$ cat config.mk
export PLATFORM = sky130hd
export DESIGN_NAME = pattern_gen_flat
export DESIGN_NICKNAME = d
export VERILOG_FILES = /design/src/rtl/pattern_pkg.sv /design/src/rtl/pattern_gen_if.sv /design/src/rtl/pattern_gen_rainbow_hue_map.sv /design/src/rtl/pattern_gen.sv /design/src/flat_wrapper.sv
export SDC_FILE = /design/constraint.sdc
export NUM_CORES = 1
export LEC_CHECK = 0
export CORE_UTILIZATION = 50
export DETAILED_ROUTE_END_ITERATION = 8
export PLACE_DENSITY = 0.84
export SLEW_MARGIN = 20
export SYNTH_ARGS = -nofsm -noshare
export SYNTH_HDL_FRONTEND = slang
export SYNTH_SLANG_ARGS = --single-unit
$ cat constraint.sdc
create_clock -name CLK -period 3.7 [get_ports CLK]
set_input_delay 0.74 -clock CLK [delete_from_list [all_inputs] [get_ports CLK]]
set_output_delay 0.74 -clock CLK [all_outputs]
set_load 0.005 [all_outputs]
$ cat src/rtl/pattern_pkg.sv
// Shared pattern-generator definitions: mode encodings and the colour-bar table.
// Latency: none (types and constants only).
// Backpressure: not applicable.
package pattern_pkg;

  typedef enum logic [1:0] {
    HRAMP = 2'd0,
    VRAMP = 2'd1,
    BARS  = 2'd2,
    CHECK = 2'd3
  } mode_e;

  // Bar colours as {r,g,b} on/off flags, index 0 (left) to 7 (right):
  // white, yellow, cyan, green, magenta, red, blue, black.
  localparam logic [7:0][2:0] BAR_RGB = {
    3'b000,  // 7 black
    3'b001,  // 6 blue
    3'b100,  // 5 red
    3'b101,  // 4 magenta
    3'b010,  // 3 green
    3'b011,  // 2 cyan
    3'b110,  // 1 yellow
    3'b111   // 0 white
  };

  function automatic logic [2:0] bar_rgb(input logic [2:0] idx);
    return BAR_RGB[idx];
  endfunction

endpackage

$ cat src/rtl/pattern_gen_if.sv
// Pixel-coordinate in / registered-colour out bundle of the pattern generator.
// Latency: none (wiring only).
// Backpressure: none; the pixel stream advances every cycle.
interface pattern_gen_if #(
  parameter int CW   = 8,
  parameter int COLW = 11,
  parameter int ROWW = 10
);
  logic [ROWW-1:0] ROW;
  logic [COLW-1:0] COL;
  logic [1:0]      MODE;
  logic            SCROLL_EN;
  logic [CW-1:0]   R;
  logic [CW-1:0]   G;
  logic [CW-1:0]   B;
  logic            DE;

  // Timing source side: drives coordinates and controls, observes colour.
  modport master (output ROW, COL, MODE, SCROLL_EN, input R, G, B, DE);
  // Generator side.
  modport slave  (input ROW, COL, MODE, SCROLL_EN, output R, G, B, DE);
endinterface

$ cat src/rtl/pattern_gen_rainbow_hue_map.sv
// Maps a hue sextant s (0..5) and fraction f to a fully saturated RGB colour.
// Latency: combinational.
// Backpressure: none.
module rainbow_hue_map #(
  parameter int CW = 8
) (
  input  logic [2:0]    s,
  input  logic [CW-1:0] f,
  output logic [CW-1:0] r,
  output logic [CW-1:0] g,
  output logic [CW-1:0] b
);
  localparam logic [CW-1:0] MAX = {CW{1'b1}};

  // One channel ramps while the other two sit at MAX or 0; s 6/7 never occur.
  always_comb begin
    r = '0;
    g = '0;
    b = '0;
    case (s)
      3'd0: begin r = MAX;     g = f;       b = '0;      end
      3'd1: begin r = MAX - f; g = MAX;     b = '0;      end
      3'd2: begin r = '0;      g = MAX;     b = f;       end
      3'd3: begin r = '0;      g = MAX - f; b = MAX;     end
      3'd4: begin r = f;       g = '0;      b = MAX;     end
      3'd5: begin r = MAX;     g = '0;      b = MAX - f; end
      default: begin r = '0;   g = '0;      b = '0;      end
    endcase
  end
endmodule

$ cat src/rtl/pattern_gen.sv
// Video test-pattern generator: hue ramps, colour bars, checkerboard, per-frame scroll.
// Latency: 2 cycles from ROW/COL sample to R/G/B/DE.
// Backpressure: none; accepts one pixel per cycle, never stalls.
module pattern_gen
  import pattern_pkg::*;
#(
  parameter int CW          = 8,
  parameter int COLW        = 11,
  parameter int ROWW        = 10,
  parameter int HACT        = 800,
  parameter int VACT        = 600,
  parameter int STEP        = 2,
  parameter int SCROLL_STEP = 16,
  parameter int CHK_LOG     = 5
) (
  input  logic         CLK,
  input  logic         RST,
  pattern_gen_if.slave bus
);
  // Ramp period: six sextants of 2^CW each; offsets and p live in [0, PER).
  localparam int unsigned PER = 6 * (2 ** CW);
  localparam int OW = CW + 3;
  // Wide enough that pos*STEP + offset is exact for any 32-bit STEP.
  localparam int PW = (COLW > ROWW) ? COLW : ROWW;
  localparam int AW = PW + 34;

  localparam logic [AW-1:0] PER_W   = AW'(PER);
  localparam logic [AW-1:0] STEP_W  = AW'(STEP);
  localparam logic [AW-1:0] SCR_W   = AW'(SCROLL_STEP);
  localparam logic [AW-1:0] BARW_W  = AW'(HACT / 8);
  localparam logic [AW-1:0] HACT_W  = AW'(HACT);
  localparam logic [AW-1:0] VACT_W  = AW'(VACT);
  localparam logic [CW-1:0] MAX     = {CW{1'b1}};

  // Frame tracking state.
  logic          origin_q;
  mode_e         mode_q;
  logic [OW-1:0] offset;

  // Values in force for the pixel currently presented.
  logic          at_origin;
  logic          frame_start;
  mode_e         mode_eff;
  logic [OW-1:0] off_inc;
  logic [OW-1:0] off_eff;

  // Stage-1 combinational results.
  logic [AW-1:0] pos;
  logic [OW-1:0] p;
  logic [AW-1:0] bar_q;
  logic [2:0]    bar_idx;
  logic          chk;
  logic          active;

  // Stage-1 registers.
  mode_e         s1_mode;
  logic [2:0]    s1_s;
  logic [CW-1:0] s1_f;
  logic [2:0]    s1_bar;
  logic          s1_chk;
  logic          s1_act;

  // Stage-2 colour.
  logic [CW-1:0] hue_r, hue_g, hue_b;
  logic [CW-1:0] r_n, g_n, b_n;
  logic [CW-1:0] r_q, g_q, b_q;
  logic          de_q;
  logic [2:0]    bar_flags;

  // A frame starts on the first cycle at 0/0; that same pixel already sees the new mode and offset.
  always_comb begin
    at_origin   = (bus.ROW == '0) && (bus.COL == '0);
    frame_start = at_origin && !origin_q;
    off_inc     = OW'((AW'(offset) + SCR_W) % PER_W);
    mode_eff    = frame_start ? mode_e'(bus.MODE) : mode_q;
    off_eff     = (frame_start && bus.SCROLL_EN) ? off_inc : offset;
  end

  // Frame-start history, latched mode and scroll offset.
  always_ff @(posedge CLK or negedge RST) begin
    if (!RST) begin
      origin_q <= 1'b0;
      mode_q   <= HRAMP;
      offset   <= '0;
    end else begin
      origin_q <= at_origin;
      mode_q   <= mode_eff;
      offset   <= off_eff;
    end
  end

  // Ramp position, bar index, checker parity and active-area flag for the incoming pixel.
  always_comb begin
    pos     = (mode_eff == VRAMP) ? AW'(bus.ROW) : AW'(bus.COL);
    p       = OW'((pos * STEP_W + AW'(off_eff)) % PER_W);
    bar_q   = AW'(bus.COL) / BARW_W;
    bar_idx = (bar_q > AW'(7)) ? 3'd7 : 3'(bar_q);
    chk     = 1'((AW'(bus.COL) >> CHK_LOG) ^ (AW'(bus.ROW) >> CHK_LOG));
    active  = (AW'(bus.COL) < HACT_W) && (AW'(bus.ROW) < VACT_W);
  end

  // Stage 1: register the decomposed pixel (s = p / 2^CW, f = p mod 2^CW).
  always_ff @(posedge CLK or negedge RST) begin
    if (!RST) begin
      s1_mode <= HRAMP;
      s1_s    <= '0;
      s1_f    <= '0;
      s1_bar  <= '0;
      s1_chk  <= 1'b0;
      s1_act  <= 1'b0;
    end else begin
      s1_mode <= mode_eff;
      s1_s    <= p[OW-1:CW];
      s1_f    <= p[CW-1:0];
      s1_bar  <= bar_idx;
      s1_chk  <= chk;
      s1_act  <= active;
    end
  end

  rainbow_hue_map #(.CW(CW)) u_hue (
    .s (s1_s),
    .f (s1_f),
    .r (hue_r),
    .g (hue_g),
    .b (hue_b)
  );

  // Select the colour for the latched mode; blank outside the active area.
  always_comb begin
    r_n       = '0;
    g_n       = '0;
    b_n       = '0;
    bar_flags = bar_rgb(s1_bar);
    if (s1_act) begin
      case (s1_mode)
        HRAMP, VRAMP: begin
          r_n = hue_r;
          g_n = hue_g;
          b_n = hue_b;
        end
        BARS: begin
          r_n = {CW{bar_flags[2]}};
          g_n = {CW{bar_flags[1]}};
          b_n = {CW{bar_flags[0]}};
        end
        CHECK: begin
          r_n = s1_chk ? MAX : '0;
          g_n = s1_chk ? MAX : '0;
          b_n = s1_chk ? MAX : '0;
        end
        default: begin
          r_n = '0;
          g_n = '0;
          b_n = '0;
        end
      endcase
    end
  end

  // Stage 2: registered colour and aligned data-enable.
  always_ff @(posedge CLK or negedge RST) begin
    if (!RST) begin
      r_q  <= '0;
      g_q  <= '0;
      b_q  <= '0;
      de_q <= 1'b0;
    end else begin
      r_q  <= r_n;
      g_q  <= g_n;
      b_q  <= b_n;
      de_q <= s1_act;
    end
  end

  assign bus.R  = r_q;
  assign bus.G  = g_q;
  assign bus.B  = b_q;
  assign bus.DE = de_q;

endmodule

$ cat src/flat_wrapper.sv
// flat-port wrapper written by rule: the top's interface ports become plain ports
module pattern_gen_flat import pattern_pkg::*;
#(
  parameter int CW          = 8,
  parameter int COLW        = 11,
  parameter int ROWW        = 10,
  parameter int HACT        = 800,
  parameter int VACT        = 600,
  parameter int STEP        = 2,
  parameter int SCROLL_STEP = 16,
  parameter int CHK_LOG     = 5
)
  (CLK, RST, bus_ROW, bus_COL, bus_MODE, bus_SCROLL_EN, bus_R, bus_G, bus_B, bus_DE);
  pattern_gen_if #(.CW(CW), .COLW(COLW), .ROWW(ROWW)) bus_i ();
  input  logic CLK;
  input  logic RST;
  input wire logic [$bits(bus_i.ROW)-1:0] bus_ROW;
  input wire logic [$bits(bus_i.COL)-1:0] bus_COL;
  input wire logic [$bits(bus_i.MODE)-1:0] bus_MODE;
  input wire logic [$bits(bus_i.SCROLL_EN)-1:0] bus_SCROLL_EN;
  output wire logic [$bits(bus_i.R)-1:0] bus_R;
  output wire logic [$bits(bus_i.G)-1:0] bus_G;
  output wire logic [$bits(bus_i.B)-1:0] bus_B;
  output wire logic [$bits(bus_i.DE)-1:0] bus_DE;
  assign bus_i.ROW = bus_ROW;
  assign bus_i.COL = bus_COL;
  assign bus_i.MODE = bus_MODE;
  assign bus_i.SCROLL_EN = bus_SCROLL_EN;
  assign bus_R = bus_i.R;
  assign bus_G = bus_i.G;
  assign bus_B = bus_i.B;
  assign bus_DE = bus_i.DE;
  pattern_gen #(.CW(CW), .COLW(COLW), .ROWW(ROWW), .HACT(HACT), .VACT(VACT), .STEP(STEP), .SCROLL_STEP(SCROLL_STEP), .CHK_LOG(CHK_LOG)) u_core (.CLK(CLK), .RST(RST), .bus(bus_i));
endmodule
Word level (Yosys, flattened, before mapping)
Memory sizes are Yosys's and may differ from the RTL's.
Cells that the tools add are included.
{"block": "word_totals", "reg_bits": 55, "n_memories": 1, "inputBits": 26, "rom_bits": 24}
{"block": "classes", "add_sub_neg": 3, "magnitude_cmp": 4, "n_mux": 15, "reduce_logical": 13, "div": 3, "bitwise": 1, "n_eq_ne": 9}
{"memory": "(name not given)", "depth": 8, "word_bits": 3, "read_ports": 1, "rd_clocked_by_memory_dff": 0, "wr": 0, "line_no": "pattern_pkg.sv:27", "source": "return BAR_RGB[idx];"}
{"operator": "case mux 8 bit (3 select lines)", "count": 6}
{"operator": "modulo 45 x 11 -> 45 bit, second input constant", "count": 2}
{"operator": "adder 45 x 11 -> 45 bit", "count": 1}
{"operator": "divider 11 x 7 -> 45 bit, second input constant", "count": 1}
{"operator": "greater-than comparator 45 x 3 -> 1 bit, second input constant", "count": 1}
{"operator": "2-to-1 mux 8 bit", "count": 4}
{"operator": "2-to-1 mux 11 bit", "count": 2}
{"operator": "adder 11 x 5 -> 12 bit, second input constant", "count": 1}
{"operator": "zero test 11 bit", "count": 1}
{"operator": "< comparator 11 x 10 -> 1 bit, second input constant", "count": 1}
{"operator": "zero test 10 bit", "count": 1}
{"operator": "< comparator 10 bit, second input constant", "count": 1}
{"operator": "OR reduction 2 bit", "count": 4}
{"operator": "subtractor 8 bit, first input constant", "count": 1}
{"operator": "equality test 3 x 2 -> 1 bit, second input constant", "count": 2}
{"operator": "equality test 3 bit, second input constant", "count": 2}
{"operator": "2-to-1 mux 3 bit", "count": 2}
{"operator": "equality test 2 x 1 -> 1 bit, second input constant", "count": 2}
{"operator": "equality test 2 bit, second input constant", "count": 2}
{"operator": "logical AND 1 bit", "count": 4}
{"operator": "< comparator 3 x 4 -> 1 bit, second input constant", "count": 1}
{"operator": "equality test 3 x 1 -> 1 bit, second input constant", "count": 1}
{"operator": "zero test 3 bit", "count": 1}
{"operator": "zero test 2 bit", "count": 1}
{"operator": "other kinds (3)", "count": 3}

Depth between registers and ports, before layout
{"block": "depth", "ltp_word": 8, "depth_mapped": 17, "mapped_depth_nobuf": 16}

Hierarchy
A second synthesis with hierarchy kept.
{"block": "hier_totals", "cells_unflattened": 417, "area_unflattened_um2": 3721.1}
{"module": "pattern_gen", "area_each_um2": 3271.9, "seq_area_each_um2": 1276.2, "instances": 1, "cells_per_inst": 354}
{"module": "rainbow_hue_map", "area_each_um2": 449.2, "seq_area_each_um2": 0.0, "instances": 1, "cells_per_inst": 63}

Worst setup path after synthesis
No wires, ideal clock.
{"block": "synth_path", "path_kind": "input-to-reg", "startpoint": "input bus_COL[9]", "endpoint": "register u_core.s1_s[2]", "setup_slack_ps": -924, "cell_stages": 16, "t_required_ps": 3618, "arrival_time_ps": 4541, "path_cell_list": "buf_2 nor4_1 nand4_1 nor3_2 mux2i_1 clkbuf_1 mux2_2 ha_1 a21o_1 a21oi_1 o21bai_1 a21oi_1 o21ai_0 xor2_1 or3b_1 o22ai_1"}
{"block": "synth_via", "elab_chain_cells": 8, "elab_cells_between_ends": 10, "cone_classes": "1 x add/sub; 1 x div; 1 x eq/ne; 3 x mux; 4 x reduce/logical"}
{"element": "start, declared", "line_no": "flat_wrapper.sv:18", "source": "input wire logic [$bits(bus_i.COL)-1:0] bus_COL;"}
{"element": "zero test 11 bit", "line_no": "pattern_gen.sv:72", "source": "at_origin = (bus.ROW == '0) && (bus.COL == '0);"}
{"element": "logical AND 1 bit", "line_no": "pattern_gen.sv:72"}
{"element": "logical AND 1 bit", "line_no": "pattern_gen.sv:73", "source": "frame_start = at_origin && !origin_q;"}
{"element": "2-to-1 mux 2 bit", "line_no": "pattern_gen.sv:75", "source": "mode_eff = frame_start ? mode_e'(bus.MODE) : mode_q;"}
{"element": "equality test 2 x 1 -> 1 bit", "line_no": "pattern_gen.sv:94", "source": "pos = (mode_eff == VRAMP) ? AW'(bus.ROW) : AW'(bus.COL);"}
{"element": "2-to-1 mux 11 bit", "line_no": "pattern_gen.sv:94"}
{"element": "adder 45 x 11 -> 45 bit (*)", "line_no": "pattern_gen.sv:95", "source": "p = OW'((pos * STEP_W + AW'(off_eff)) % PER_W);"}
{"element": "modulo 45 x 11 -> 45 bit (*)", "line_no": "pattern_gen.sv:95"}
{"element": "via u_core.p[10]", "line_no": "pattern_gen.sv:49", "source": "logic [OW-1:0] p;"}
{"element": "end signal, assigned", "line_no": "pattern_gen.sv:113", "source": "s1_s <= p[OW-1:CW];"}
{"element": "end, declared", "line_no": "pattern_gen.sv:57", "source": "logic [2:0] s1_s;"}
Mark *: on every way through the listed nets, which the timed path passes. The rest lies on a longest branch.

Final worst setup path
{"block": "layout_path", "startpoint": "input bus_ROW[4]", "endpoint": "register u_core.s1_s[2]"}
{"block": "layout_via", "elab_chain_cells": 8, "elab_cells_between_ends": 10, "cone_classes": "1 x add/sub; 1 x div; 1 x eq/ne; 3 x mux; 4 x reduce/logical"}
{"element": "start, declared", "line_no": "flat_wrapper.sv:17", "source": "input wire logic [$bits(bus_i.ROW)-1:0] bus_ROW;"}
{"element": "zero test 10 bit", "line_no": "pattern_gen.sv:72"}
{"element": "logical AND 1 bit", "line_no": "pattern_gen.sv:72"}
{"element": "logical AND 1 bit", "line_no": "pattern_gen.sv:73"}
{"element": "2-to-1 mux 2 bit", "line_no": "pattern_gen.sv:75"}
{"element": "equality test 2 x 1 -> 1 bit", "line_no": "pattern_gen.sv:94"}
{"element": "2-to-1 mux 11 bit", "line_no": "pattern_gen.sv:94"}
{"element": "adder 45 x 11 -> 45 bit (*)", "line_no": "pattern_gen.sv:95"}
{"element": "modulo 45 x 11 -> 45 bit (*)", "line_no": "pattern_gen.sv:95"}
{"element": "via u_core.p[10]", "line_no": "pattern_gen.sv:49"}
Marked as above.

==> results.md <==
* Status: finished with violations
* Failing checks: setup timing
* Antenna diode count at 0
* Most frequent cells after synthesis: dfrtp_1, nor2_1, nand2_1
* Final worst-path cycle share at 108%
* Post-synthesis sequential area ratio at 36.4%
* Layout cells sized above 1 at 35.4%
* Worst-margin pin slew at 691 ps
* Via density at 6.08
* DRT iter0 DRCs at 271
* Final setup fails at 2
* Worst path most repeated cell: a21oi_2
* Die W at 85.8 µm
* Post-Syn Area at 3510 µm²
* Row count at 30
* Synth Area in XOR/XNOR at 4.49%
* Post-route setup slack at -299 ps
* Period minus WS final at 4000 ps
* Number of global-route vias before repair at 3548
* Num ports at 51
* Post-Layout Cell Count at 633
* CP Max Fanout at 6
* Synthesized Nets at 429
* Die Area at 7360 µm²
* Synth Area in Adders at 5.53%
* Max Cap Violations at 0
* Slew HR at 53.5%
* Main combinational cell family by area after synthesis: compound AO/OA/AOI/OAI gates
* Setup CP Type: input pin to flop
* Peak supply drop at 0.000151 V
* CP Launch Type: input pin
* Largest cells by area after synthesis: dfrtp_1, ha_1, nor2_1, o21a_1, mux2_2
* Mapped Cells at 390
* Final Hold Viols at 0
* WP data required at 3900 ps
* Complex-gate fraction of the synthesized area at 26.7%
* Mux contribution to synthesized area at 3.82%
* Worst Skew at 11.1 ps
* Crit end category: flop
* # placed instances at 584
* Hold-fix buffers, CTS at 0
* Longest Clk Path Bufs at 2
* Die height at 85.8 µm
* Post-synth EDFFs at 0
* Area Growth Syn to Fin at 47.2%
* Initial Util at 51.6%
* Most used DFF post-synth: dfrtp_1
* Tot GR Track Use at 29.9%
* PwrDens at 259 nW/µm²
* Wire per inst at 18.1 µm
* Crit path cell chain: clkdlybuf4s15_1 > nor3_2 > nand4_1 > nor3_4 > mux2i_2 > buf_6 > mux2_4 > ha_4 > a21o_1 > a21oi_2 > o21bai_1 > a21oi_2 > o21ai_2 > a31oi_1 > xor2_1 > buf_4 > o22ai_2
* F_max at 0.250 GHz
* Slowest stage delay, CP at 360 ps
* CTS root buf: clkbuf_8
* Unique masters post-synth at 64
* Total power at 1.34 mW
* # H-tree levels at 2
* Syn Area/Cell at 9.00 µm²
* TritonCTS clock tree: done
* Most numerous cell in the Yosys netlist: dfrtp_1
* Final HPWL DP at 6960 µm
* Core area at 6790 µm²
* First-pass GRT wire length at 16900 µm
* Pre-antenna DRT Iters at 5
* Top cell type's share of synthesized area at 36.4%
* # clock sinks at 51
* Fraction of registers with async set/reset at 100%
* Synth Register Bits at 51
* Worst-Skew Late Latency at 310 ps
* CTS buffer count at 5
* Final nets at 575
* PortBufs at 50
* Clock-pin slew of the registers on the worst-case setup and hold paths at 90 ps
* Synth warn at 0
* Final Max Tran Viols at 0
* Worst min path class: input pin to async pin
* Worst EP arrival at 4190 ps
* Post-Synth Simple-Gate Area at 18.5%
* Area leader, netlist: dfrtp_1
* DRC at 0
* Placer congestion estimate at 0.902
* Leak at 2.36 nW
* RSZ-0062 raised after global routing: true
* Drt total wl at 11500 µm
* Final ANT Viol Nets at 0
* Largest net degree at the start of global routing at 52
* GRT overflow at 0
* Initial antenna violation count at 0
* Slowest CP cell: xor2_1
* Vias post-DR at 3850
## path summary, 6_finish.rpt
path                                   from         endpoint  slack [ps]  cells past startpoint
min in group CLK              u_core.s1_act    u_core.bus.DE         470                      0
max in group asynchronous               RST   u_core.s1_f[5]        2850                      1
max reg2reg                u_core.offset[6]   u_core.s1_s[1]         320                     16
min reg2reg                   u_core.s1_act    u_core.bus.DE         470                      0
max                              bus_ROW[4]   u_core.s1_s[2]        -300                     17
min                                     RST  u_core.bus.R[3]         440                      1
## kinds of logic (layout without fill, tap and decap cells)
logic type | count (synthesis) | count (layout)
fa+ha+maj | 16 | 16
flops | 51 | 51
xor+xnor | 18 | 18
mux | 12 | 12
buf+inv | 36 | 183
simple gates | 128 | 128
compound gates | 128 | 128
other cells | 1 | 1
## layout make-up
type | count | area, µm²
multi-input combinational | 303 | 2290
inverter | 12 | 45.0
clock inverter | 2 | 12.5
clock buffer | 6 | 72.6
sequential | 51 | 1280
tap | 96 | 120
fill | 402 | 1630
timing repair buffer | 163 | 1350
## sequential cells by signal, indices dropped and copies added (netlist names)
signal           cells
u_core.mode_q        2
u_core.s1_bar        3
u_core.origin_q      1
u_core.bus.G         8
u_core.offset        8
u_core.bus.R         8
u_core.s1_f          7
u_core.s1_chk        1
u_core.bus.DE        1
u_core.s1_act        1
u_core.bus.B         8
u_core.s1_s          3
## power by group
part	total [mW]	internal [mW]	switching, mW
logic	0.417	0.205	0.212
clock network	0.309	0.132	0.177
registers	0.610	0.586	0.0243
total	1.34	0.923	0.413
## cells in the final DEF, fill, tap and decap left out, types with 6 or more instances in the layout
master | Yosys | final
xor2_1 | 10 | 9
a211oi_1 | 15 | 15
o21a_1 | 17 | 17
a21oi_1 | 18 | 14
nand2_1 | 29 | 27
clkdlybuf4s50_1 | 0 | 28
buf_4 | 0 | 104
mux2_2 | 11 | 9
inv_1 | 11 | 11
buf_6 | 1 | 13
a21o_1 | 8 | 8
o21ai_0 | 20 | 18
buf_2 | 9 | 6
nor3_1 | 9 | 7
dfrtp_1 | 51 | 51
and3_1 | 6 | 6
a31oi_1 | 10 | 9
nor2_1 | 36 | 31
ha_1 | 13 | 11
xnor2_1 | 8 | 7
nand3_1 | 9 | 6
## per-stage QoR
step	utilization [%]	hold WS, ps	cell area, µm²	TNS [ps]	setup WS (ps)
finish	76.0	439	5160	-545	-299
global route	76.0	469	5160	-943	-437
CTS	73.6	453	5000	-234	-152
detailed placement	68.4	391	4650	-2540	-884
global placement	68.4	382	4650	-1900	-725
floorplan	-	392	3620	-598	-347
## what timing repair did
action | in CTS | in global routing
setup endpoints to repair | 3 | 4
pin swaps | 27 | 27
setup buffers | 31 | 14
hold endpoints to repair | 0 | 0
resized for setup | 74 | 22
## per-layer routing
layer  up-vias  track usage [%]  share of wire (%)  wire length [µm]
li1       1726                -                  -                 -
met1      1786             34.8                 36              4130
met2       266             51.8                 49              5610
met3        72             5.77                9.6              1100
met4         0             16.5                5.5               627
met5         -                0                  0                 0
## critical path: cells and delay by family
family,cells,cell delay (ps)
muxes,2,630
xor gates and xnor gates,1,360
adders and majority gates,1,180
buffers and inverters,3,610
and+or+nand+nor,3,650
AOI/OAI and AO/OA,7,1020
Power figures use the tool's default switching activity.
==> edit, RTL diff (same flow settings) <==
`COLW` is set to 11 in 3 places; all go to 10.
--- a/src/rtl/pattern_gen_if.sv
+++ b/src/rtl/pattern_gen_if.sv
@@ -5,3 +5,3 @@
   parameter int CW   = 8,
-  parameter int COLW = 11,
+  parameter int COLW = 10,
   parameter int ROWW = 10
--- a/src/rtl/pattern_gen.sv
+++ b/src/rtl/pattern_gen.sv
@@ -7,3 +7,3 @@
   parameter int CW          = 8,
-  parameter int COLW        = 11,
+  parameter int COLW        = 10,
   parameter int ROWW        = 10,
--- a/src/flat_wrapper.sv
+++ b/src/flat_wrapper.sv
@@ -4,3 +4,3 @@
   parameter int CW          = 8,
-  parameter int COLW        = 11,
+  parameter int COLW        = 10,
   parameter int ROWW        = 10,
Interface: changed (resized bus_COL); port bits go from 51 to 50. No check against the original RTL was run, so the function may have changed too.
==> edit against the original RTL <==
- the run still ends with negative setup slack left
- non-clock buffer count is 51 lower
- power decreased by 3.4%
- sequential cell count is the same
- first-iteration DRC count down 50%
- clock power rose by 22%
- global-route usage fell by 5.1 points
- design area down 13%
- routed wire length is 29% lower
- via count shrank 21%
- worst setup slack got worse by 0.41 ns
- synthesized area is 6.8% lower
- critical endpoint is now u_core.s1_s[1]$_DFF_PN0_
- largest power group unchanged
==> edit: results (changes against the original RTL) <==
VDD IR max 0.206 mV (+37%); Adder-Cell Fraction of Synth Area 5.36% (-0.17 points); multi-input logic area 2020 um^2 (-12%); Synth Area in XOR/XNOR 3.75% (-0.74 points); final RePlAce weighted congestion 0.900 (-0.27%); mux cell area share after synthesis 4.25% (+0.43 points); Critical Path Max Stage Delay 0.31 ns (-0.05 ns); Clock Skew 0.00787 ns (-0.00322 ns); TNS Setup -1.23 ns (-0.681 ns); pre-CTS setup slack -1.47 ns (-0.584 ns); DP Area 4240 um^2 (-8.9%); slowest cell on the critical path mux2_4; DR vias/cell 5.82 (-4.3%); Multi-In Gates 263 (-13%); Non-clk invs 11 (-1); Synthesized Nets 382 (-11%); Worst Tran Pin Value 0.622 ns (-0.0690 ns); number of clock buffers in the layout 5 (-1); count of non-CTS buffers in the layout 112 (-31%); post-synthesis sequential area ratio 39.0% (+2.7 points); failing checks negative setup slack; pwr dens 287 nW/um^2 (+11%); DP Cell Count 506 (-13%); Final Instance Count excl. Fillers 521 (-18%); share of cells above drive strength 1 30.9% (-4.5 points); DR WL met2 4340 um (-23%); Longest Clk Path Bufs 2 (unchanged); crit path max fanout 8 (+2); leading post-synthesis cells by cell area dfrtp_1, ha_1, a211oi_1; hpwl dp 5850 um (-16%); 1st-iter DRT viols 136 (-50%); via count of the first global-routing pass 3067 (-14%); Overall Global Routing Usage 24.8% (-5.1 points); critical path arrival 4.64 ns (+0.45 ns); number of tapcells 77 (-20%); internal power 950 uW (+2.9%); nets@finish 483 (-16%); Seq area share 28.4% (+3.7 points); Synth Area in Compound Gates 26.4% (-0.30 points); first-pass GRT wire length 13900 um (-18%); Post-synth EDFFs 0 (unchanged); outcome complete, but fails checks; Setup WS post-layout -0.714 ns (-0.415 ns); metal3 WL 324 um (-70%); M1 WL 3320 um (-20%); setup violators final 2 (unchanged); NonClk Buf Share 21.3% (-4.9 points); Initial DRT Pass Iterations 4 (-1); synth cell count leaders dfrtp_1, nor2_1, nand2_1; Synth cell types 65 (+1.6%); Comb power frac 22.8% (-8.4 points); FILL cells 445 (+11%); average wire per standard cell 15.6 um (-14%); sequential power 619 uW (+1%)
[edit: worst paths after layout]
kind / endpoint / slack, ns / from / cells after the start
worst max-delay path: u_core.s1_s[1]$_DFF_PN0_ / -0.71 / bus_ROW[1] / 22
worst min register to register: u_core.bus.DE$_DFF_PN0_ / 0.45 / u_core.s1_act$_DFF_PN0_ / 0
min in group CLK: u_core.bus.DE$_DFF_PN0_ / 0.45 / u_core.s1_act$_DFF_PN0_ / 0
worst min-delay path: u_core.bus.G[6]$_DFF_PN0_ / 0.43 / RST / 1
max in group asynchronous: u_core.bus.G[1]$_DFF_PN0_ / 2.83 / RST / 1
worst max register to register: u_core.s1_s[1]$_DFF_PN0_ / -0.40 / u_core.offset[7]$_DFF_PN0_ / 18
[edit: what timing repair did]
item,CTS,global route
pin swaps,25,18
gates resized for setup,76,24
endpoints found under the hold margin,0,0
setup buffers,7,1
gates cloned,0,0
setup endpoints to repair,2,2
[edit: metal layers]
metal	GRT usage, %	up-vias
met5	0	-
met4	7.68	0
met3	5.07	16
met2	45.8	82
met1	28.6	1472
li1	-	1464
[edit: worst max-delay path, delay by kind of cell]
kind	cells	cell delay, ns
simple gates	7	1.06
compound gates	8	1.42
mux	1	0.31
fa+ha+maj	2	0.53
buf+inv	3	0.43
xor+xnor	1	0.14
[edit: stage by stage]
| step | hold WS, ns | utilization, % |
|---|---|---|
| floorplan | 0.392 | - |
| global placement | 0.419 | 67.1 |
| detailed placement | 0.435 | 67.1 |
| CTS | 0.455 | 69.8 |
| global route | 0.470 | 71.2 |
| finish | 0.430 | 71.2 |
